--- src/rtl/booth_pkg.sv ---
// Shared types for the radix-4 Booth multiplier: FSM states, Booth digits
// and the 3-bit window recoder.
package booth_pkg;

  // Controller states
  typedef enum logic {
    IDLE = 1'b0,
    RUN  = 1'b1
  } state_e;

  // Radix-4 Booth digit selected by one 3-bit window of the multiplier
  typedef enum logic [2:0] {
    ZERO = 3'd0,
    PY   = 3'd1,
    P2Y  = 3'd2,
    MY   = 3'd3,
    M2Y  = 3'd4
  } digit_e;

  // Map the window {x[2i+1], x[2i], x[2i-1]} to its Booth digit
  function automatic digit_e booth_recode(input logic [2:0] win);
    digit_e d;
    case (win)
      3'b001, 3'b010: d = PY;
      3'b011:         d = P2Y;
      3'b100:         d = M2Y;
      3'b101, 3'b110: d = MY;
      default:        d = ZERO;  // 000 and 111
    endcase
    return d;
  endfunction

endpackage

--- src/rtl/booth_r4_digit.sv ---
// Combinational partial-product generator: turns one Booth window and the
// (W+2)-bit extended multiplicand into a (W+3)-bit signed partial product.
module booth_r4_digit
  import booth_pkg::*;
#(
  parameter int W = 8
) (
  input  logic [2:0]   win_i,
  input  logic [W+1:0] y_ext_i,
  output logic [W+2:0] pp_o
);

  digit_e       digit;
  logic [W+2:0] y1;
  logic [W+2:0] y2;

  assign digit = booth_recode(win_i);

  // +Y and +2Y at partial-product width; Y is already signed at W+2 bits,
  // so one more sign bit makes room for the doubled value.
  assign y1 = {y_ext_i[W+1], y_ext_i};
  assign y2 = {y_ext_i, 1'b0};

  // Select the signed multiple of Y for this digit
  always_comb begin
    pp_o = '0;
    case (digit)
      PY:      pp_o = y1;
      P2Y:     pp_o = y2;
      MY:      pp_o = -y1;
      M2Y:     pp_o = -y2;
      default: pp_o = '0;
    endcase
  end

endmodule

--- src/rtl/booth_mul_r4.sv ---
// Sequential radix-4 Booth multiplier: W x W -> 2W, signed or unsigned per
// operation, two multiplier bits retired per clock behind start/busy/valid.
module booth_mul_r4
  import booth_pkg::*;
#(
  parameter int W = 8
) (
  input  logic           clk,
  input  logic           rst,
  input  logic           start,
  input  logic           tc,
  input  logic [W-1:0]   X,
  input  logic [W-1:0]   Y,
  output logic           busy,
  output logic           valid,
  output logic [2*W-1:0] Z
);

  // Operands are widened by two bits so unsigned values are positive when
  // viewed as signed and the digit count covers every multiplier bit.
  localparam int XW = W + 2;
  localparam int D  = W / 2 + 1;
  localparam int AW = 2 * XW + 1;
  localparam int CW = $clog2(D);

  state_e           state_q, state_d;
  logic [CW-1:0]    count_q, count_d;
  logic [AW-1:0]    acc_q, acc_d;
  logic [XW-1:0]    y_q, y_d;
  logic             valid_q, valid_d;
  logic [2*W-1:0]   z_q, z_d;

  logic             load;
  logic             step;
  logic             last;
  logic [XW-1:0]    x_ext;
  logic [XW-1:0]    y_ext;
  logic [W+2:0]     pp;
  logic [W+2:0]     sum;
  logic [AW-1:0]    shifted;

  assign x_ext = {{2{tc & X[W-1]}}, X};
  assign y_ext = {{2{tc & Y[W-1]}}, Y};

  // State register
  always_ff @(posedge clk) begin
    if (rst) begin
      state_q <= IDLE;
    end else begin
      state_q <= state_d;
    end
  end

  // Next-state logic: start only matters in IDLE, RUN leaves after the last digit
  always_comb begin
    state_d = state_q;
    case (state_q)
      IDLE:    if (start) state_d = RUN;
      RUN:     if (last)  state_d = IDLE;
      default: state_d = IDLE;
    endcase
  end

  // FSM outputs: busy flag and datapath controls
  always_comb begin
    busy = 1'b0;
    load = 1'b0;
    step = 1'b0;
    last = 1'b0;
    case (state_q)
      IDLE: begin
        load = start;
      end
      RUN: begin
        busy = 1'b1;
        step = 1'b1;
        last = (count_q == CW'(D - 1));
      end
      default: begin
        busy = 1'b0;
      end
    endcase
  end

  booth_r4_digit #(
    .W(W)
  ) u_digit (
    .win_i  (acc_q[2:0]),
    .y_ext_i(y_q),
    .pp_o   (pp)
  );

  // The running partial sum lives above the multiplier field; it is widened
  // by one sign bit so the addition cannot overflow, and after the 2-bit
  // arithmetic shift the dropped top bit is only a redundant sign copy.
  assign sum     = {acc_q[AW-1], acc_q[AW-1:XW+1]} + pp;
  assign shifted = {sum[W+2], sum, acc_q[XW:2]};

  // Datapath next-state: load on accept, add-and-shift in RUN, capture product on the last digit
  always_comb begin
    acc_d   = acc_q;
    y_d     = y_q;
    count_d = count_q;
    z_d     = z_q;
    valid_d = 1'b0;
    if (load) begin
      y_d     = y_ext;
      acc_d   = {{XW{1'b0}}, x_ext, 1'b0};
      count_d = '0;
    end else if (step) begin
      acc_d = shifted;
      if (last) begin
        count_d = '0;
        z_d     = shifted[2*W:1];
        valid_d = 1'b1;
      end else begin
        count_d = count_q + CW'(1);
      end
    end
  end

  // Datapath and output registers
  always_ff @(posedge clk) begin
    if (rst) begin
      acc_q   <= '0;
      y_q     <= '0;
      count_q <= '0;
      z_q     <= '0;
      valid_q <= 1'b0;
    end else begin
      acc_q   <= acc_d;
      y_q     <= y_d;
      count_q <= count_d;
      z_q     <= z_d;
      valid_q <= valid_d;
    end
  end

  assign valid = valid_q;
  assign Z     = z_q;

endmodule

--- config.mk ---
export PLATFORM = sky130hd
export DESIGN_NAME = booth_mul_r4
export DESIGN_NICKNAME = d
export VERILOG_FILES = /design/src/rtl/booth_pkg.sv /design/src/rtl/booth_r4_digit.sv /design/src/rtl/booth_mul_r4.sv
export SDC_FILE = /design/constraint.sdc
export NUM_CORES = 1
export LEC_CHECK = 0
export ABC_CLOCK_PERIOD_IN_PS = 3440
export CORE_MARGIN = 2
export CORE_UTILIZATION = 55
export DETAILED_ROUTE_END_ITERATION = 8
export PLACE_DENSITY_LB_ADDON = 0.12
export SLEW_MARGIN = 20
export SYNTH_ARGS = -nofsm -noshare
export SYNTH_HDL_FRONTEND = slang
export SYNTH_SLANG_ARGS = --single-unit
export TNS_END_PERCENT = 20
--- constraint.sdc ---
create_clock -name clk -period 3.44 [get_ports clk]
set_input_delay 0.688 -clock clk [delete_from_list [all_inputs] [get_ports clk]]
set_output_delay 0.688 -clock clk [all_outputs]
set_load 0.05 [all_outputs]
# After elaboration in Yosys (flattened, before gate mapping)

Cells that the tools add are included.
W data, S select, Z words.

Register bits: 50
Word-level logic and storage cells: 45

Add/sub/neg operators: 4
Equality and inequality tests: 11
Multiplexer cells: 12
Bitwise gates (word level): 5
Reduce and logical (&&, ||, !) cells: 6

Operator list:

| cell                  | number |
|---|---|
| $pmux W11 S4          | 1 |
| $mux W11              | 2 |
| $neg A11 Y11          | 2 |
| $eq A3 B3 Y1 const B  | 5 |
| $eq A3 B2 Y1 const B  | 4 |
| $pmux W3 S4           | 1 |
| $add A11 B11 Y11      | 1 |
| $eq A3 B1 Y1 const B  | 2 |
| $mux W1               | 6 |
| $reduce_or A2 Y1      | 3 |
| $add A3 B1 Y3 const B | 1 |
| $mux W3               | 1 |
| $not A1 Y1            | 3 |
| $reduce_and A3 Y1     | 1 |
| $reduce_or A3 Y1      | 1 |
| $and A1 B1 Y1         | 2 |
| $pmux W1 S2           | 1 |
| $reduce_bool A2 Y1    | 1 |

# Longest topological paths before layout

Gate-level depths: netlist (run 1).

Depth in word-level cells: 8
Mapped depth: 15

# Hierarchy

From an unflattened synthesis (run 1), not the netlist that was laid out.

Cell total of the unflattened synthesis: 343
Area, all modules: 2927.8 µm²

By module, submodules not included:

| module         | instances | cells each | area an instance (µm²) |
|---|---|---|---|
| booth_mul_r4   | 1         | 251        | 2308.5 |
| booth_r4_digit | 1         | 92         | 619.3 |

# Least setup slack after synthesis (run 1)

Ideal clock, no wire load.

Path type: flip-flop to flip-flop
Start point: register y_q[0]
End point: register acc_q[19] (netlist name)
Setup time: 70 ps
Arrival time: 3050 ps
Data required time: 3370 ps
Path slack: 320 ps
Stages on the path, launching flop included: 16
Path buffers: 0
Period minus slack after synthesis: 3120 ps
Cells stage by stage: dfxtp_1 -> inv_1 -> ha_1 -> or3b_1 -> nor3_1 -> nand2b_1 -> xnor2_1 -> a21oi_1 -> o211ai_1 -> ha_1 -> nand3_1 -> a41oi_1 -> o41ai_4 -> xnor2_1 -> or3_1 -> a21oi_1

Cells in the longest elaborated chain, start to end: 3

RTL lines:

| what                                   | line                                       | source |
|---|---|---|
| start: declaration                     | booth_mul_r4.sv:29                         | `logic [XW-1:0] y_q, y_d;` |
| start signal: assignment               | booth_mul_r4.sv:132                        | `y_q <= y_d;` |
| $neg A11 Y11, on equally long branches | booth_r4_digit.sv:30, booth_r4_digit.sv:31 |  |
| $pmux W11 S4 *                         | booth_r4_digit.sv:27                       | `case (digit)` |
| $add A11 B11 Y11 *                     | booth_mul_r4.sv:96                         | `assign sum = {acc_q[AW-1], acc_q[AW-1:XW+1]} + pp;` |

Every way passes the cells marked *; elsewhere a longest branch is shown, timed or not.
A chain may end at the register's enable or synchronous reset.

# Worst setup path in the final report (run 1)

Start point: register y_q[1]
End point: register acc_q[19] (netlist name)

Cells in the longest elaborated chain, start to end: 3

RTL lines:

| what                                   | line |
|---|---|
| $neg A11 Y11, on equally long branches | booth_r4_digit.sv:30, booth_r4_digit.sv:31 |
| $pmux W11 S4 *                         | booth_r4_digit.sv:27 |
| $add A11 B11 Y11 *                     | booth_mul_r4.sv:96 |

Marks and branches as above.

==> flow_metrics.tcl, run 1 <==
set metrics [dict create \
    outcome "complete, no violations" \
    clock_path_buffers 2 \
    routed_wl_um 6530 \
    worstPathRequired_ns 3.68 \
    grt-ovfl-total 0 \
    drv_slew 0 \
    dp_slack_ns 0.09297 \
    relSlewSlack_pct 58.08 \
    clk_pin_slew_ns 0.09 \
    dpl.hpwl_um 4870 \
    rows 26 \
    hold_class "reg2reg" \
    synth_seq_cells 50 \
    reg2reg_depth 15 \
    cp_max_fo 6 \
    syn_to_final_growth_pct 20.33 \
    start_util_pct 57.23 \
    p_leak_nw 1.384 \
    track_usage_pct 22.78 \
    port_buffers 37 \
    hold_viol 0 \
    cp.arrival_ns 3.45 \
    grt_first_pass_wirelength_um 11280 \
    routedWlPerCell_um 13.52 \
    grt_pass1_vias 2501 \
    num-nets-final 446 \
    synth.net_count 409 \
    avgSynthCellArea_um2 7.844 \
    first_iter_violations 86 \
    clock-sinks 50 \
    cts_max_level 2 \
    hold_buffers 0 \
    synth_warnings 0 \
    setup_tns_ns 0 \
    num_vias 2647 \
    clk_latency_ns 0.30 \
    setup_viol 0 \
    critPathKind "reg2reg" \
    diodes 0 \
    crit_path_start_kind "flip-flop" \
    dr.pass1.iters 4 \
    post-route-drc-count 0 \
    peakVddDrop_mv 0.2464 \
    place_congestion 0.9386 \
    fin_crit_ns 3.216 \
    antenna_found_initial 0 \
    finClkSkew_ns 0.007478 \
    die_y_um 77.13 \
    synth_cells 375 \
    numCtsBuffers 5 \
    fin_ws_ns 0.2240 \
    ios 38 \
    syn_area_um2 2942 \
    synth_cell_type_count 54 \
    rsz0062_at_grt "false" \
    antenna_left 0 \
    fmax_mhz 310.9 \
    dieArea_um2 5949 \
    viasPerCell 5.480 \
    async_flop_share_pct 0 \
    n_fill_cell 457 \
    synth_edf_count 0 \
    power_per_cell_area_nw_per_um2 360.2 \
    synth_flop_cell "dfxtp_1" \
    tritoncts "yes" \
    end_kind "flip-flop" \
    coreArea_um2 5140 \
    worst_pin_slew_ns 0.6268 \
    drive_above_1_share_pct 9.201 \
    grt_max_degree 40 \
    yosysSeqAreaShare_pct 34.03 \
    cts-root-buf "clkbuf_8" \
    fp.dieW_um 77.13 \
    maxCapViolations 0 \
    post-route-period-util_pct 93.49 \
    min_path_cells 2 \
]
## what timing repair did
action / in CTS / in global routing
endpoints found under the setup margin: 0 / 1
buffers inserted: 0 / 1
resized for setup: 0 / 7
## critical path: stages (launching register included)
cell	delay, ns
dfxtp_1	0.37
inv_1	0.08
ha_2	0.20
or3b_1	0.42
nor3_2	0.14
nand2b_1	0.14
xnor2_1	0.08
a21oi_1	0.17
o211ai_1	0.11
ha_2	0.37
nand3_1	0.12
a41oi_2	0.24
o41ai_4	0.11
xnor2_1	0.15
or3_1	0.32
a21oi_1	0.14
## cell usage in the layout, fill, tap and decap left out, types with 4 or more instances in the layout
| cell type | count |
|---|---|
| a211oi_1 | 5 |
| a21o_1 | 5 |
| a21oi_1 | 47 |
| a22oi_1 | 4 |
| buf_4 | 15 |
| clkbuf_8 | 5 |
| clkdlybuf4s50_1 | 37 |
| dfxtp_1 | 50 |
| ha_1 | 10 |
| inv_1 | 8 |
| mux2i_1 | 14 |
| nand2_1 | 66 |
| nand2b_1 | 4 |
| nand3_1 | 8 |
| nor2_1 | 46 |
| nor2b_1 | 6 |
| nor3_1 | 9 |
| o21ai_0 | 9 |
| xnor2_1 | 14 |
| xor2_1 | 5 |
## where the power goes
group	internal, mW	leakage, nW	switching, mW
sequential	0.597	0.406	0.0243
clock	0.217	0.0514	0.194
combinational	0.114	0.927	0.128
total	0.928	1.38	0.347
## per-stage QoR
stage          total power [mW]  hold WS [ns]  instance area (um^2)  utilization (%)  std cells
6_report                  1.275        0.4609                  3540            68.87        483
3_3_place_gp             0.8654        0.4432                  3388            65.92        474
2_1_floorplan            0.8006        0.4401                  2942                -        375
5_1_grt                   1.331        0.4916                  3540            68.87        483
3_5_place_dp             0.8680        0.4501                  3388            65.92        474
4_1_cts                   1.274        0.4628                  3498            68.06        482
## area by class of cell
cell class / count / area (um^2) / share of cell area (%)
clock buffer: 6 / 72.57 / 2.050
clock inverter: 2 / 37.54 / 1.060
inverter: 9 / 47.55 / 1.343
multi-input combinational: 294 / 1810 / 51.15
sequential: 50 / 1001 / 28.28
tap: 70 / 87.58 / 2.474
timing repair buffer: 52 / 483.0 / 13.64
## sequential cells by signal, indices dropped and copies added (netlist names)
register / count
Z: 16
acc_q: 20
count_q: 3
state_q: 1
valid: 1
y_q: 9
## synth_stat cells, types with 2 or more instances
master,count,area (um^2)
a211oi_1,5,37.54
a21o_1,5,37.54
a21oi_1,48,240.2
a221o_1,2,20.02
a22oi_1,4,30.03
buf_1,4,15.01
buf_4,3,22.52
buf_6,3,33.78
clkbuf_1,12,45.04
dfxtp_1,50,1001
ha_1,13,162.7
inv_1,8,30.03
mux2i_1,14,140.1
nand2_1,66,247.7
nand2b_1,4,25.02
nand3_1,8,40.04
nand3b_1,2,15.01
nor2_1,46,172.7
nor2b_1,6,37.54
nor3_1,10,50.05
nor3b_1,2,15.01
o211ai_1,2,15.01
o21ai_0,9,45.04
or3_1,2,12.51
xnor2_1,14,122.6
xor2_1,5,43.79
## metal layers
layer	track usage [%]	up-vias	part of all wire, %
met3	3.529	2	3.5
met2	39.22	50	49
met4	5.357	0	0.41
met5	0	-	0
met1	29.96	1230	47
li1	-	1365	-
## cells by family after synthesis
| kind of cell | share of synthesized area [%] |
|---|---|
| and+or+nand+nor | 24.46 |
| adders and majority gates | 6.210 |
| AOI/OAI and AO/OA | 19.31 |
| buffers and inverters | 5.572 |
| xor gates and xnor gates | 5.657 |
| DFF | 34.03 |
| muxes | 4.764 |
## worst paths after layout
kind	start	to	slack (ns)
worst max-delay path	y_q[1]	acc_q[19]	0.22
worst min-delay path	Z[4]	Z[4]	0.46
worst max register to register	y_q[1]	acc_q[19]	0.22
worst min register to register	Z[4]	Z[4]	0.46
No activity file was read; power rests on OpenSTA's default activity.
==> run 2, diff against run 1 <==
--- a/config.mk
+++ b/config.mk
@@ -8,6 +8,7 @@
 export ABC_CLOCK_PERIOD_IN_PS = 3440
 export CORE_MARGIN = 2
 export CORE_UTILIZATION = 55
+export CTS_CLUSTER_DIAMETER = 50
 export DETAILED_ROUTE_END_ITERATION = 8
 export PLACE_DENSITY_LB_ADDON = 0.12
 export SLEW_MARGIN = 20
==> results of run 2 <==
The final DEF is identical to that of run 1; final timing and power are the same.
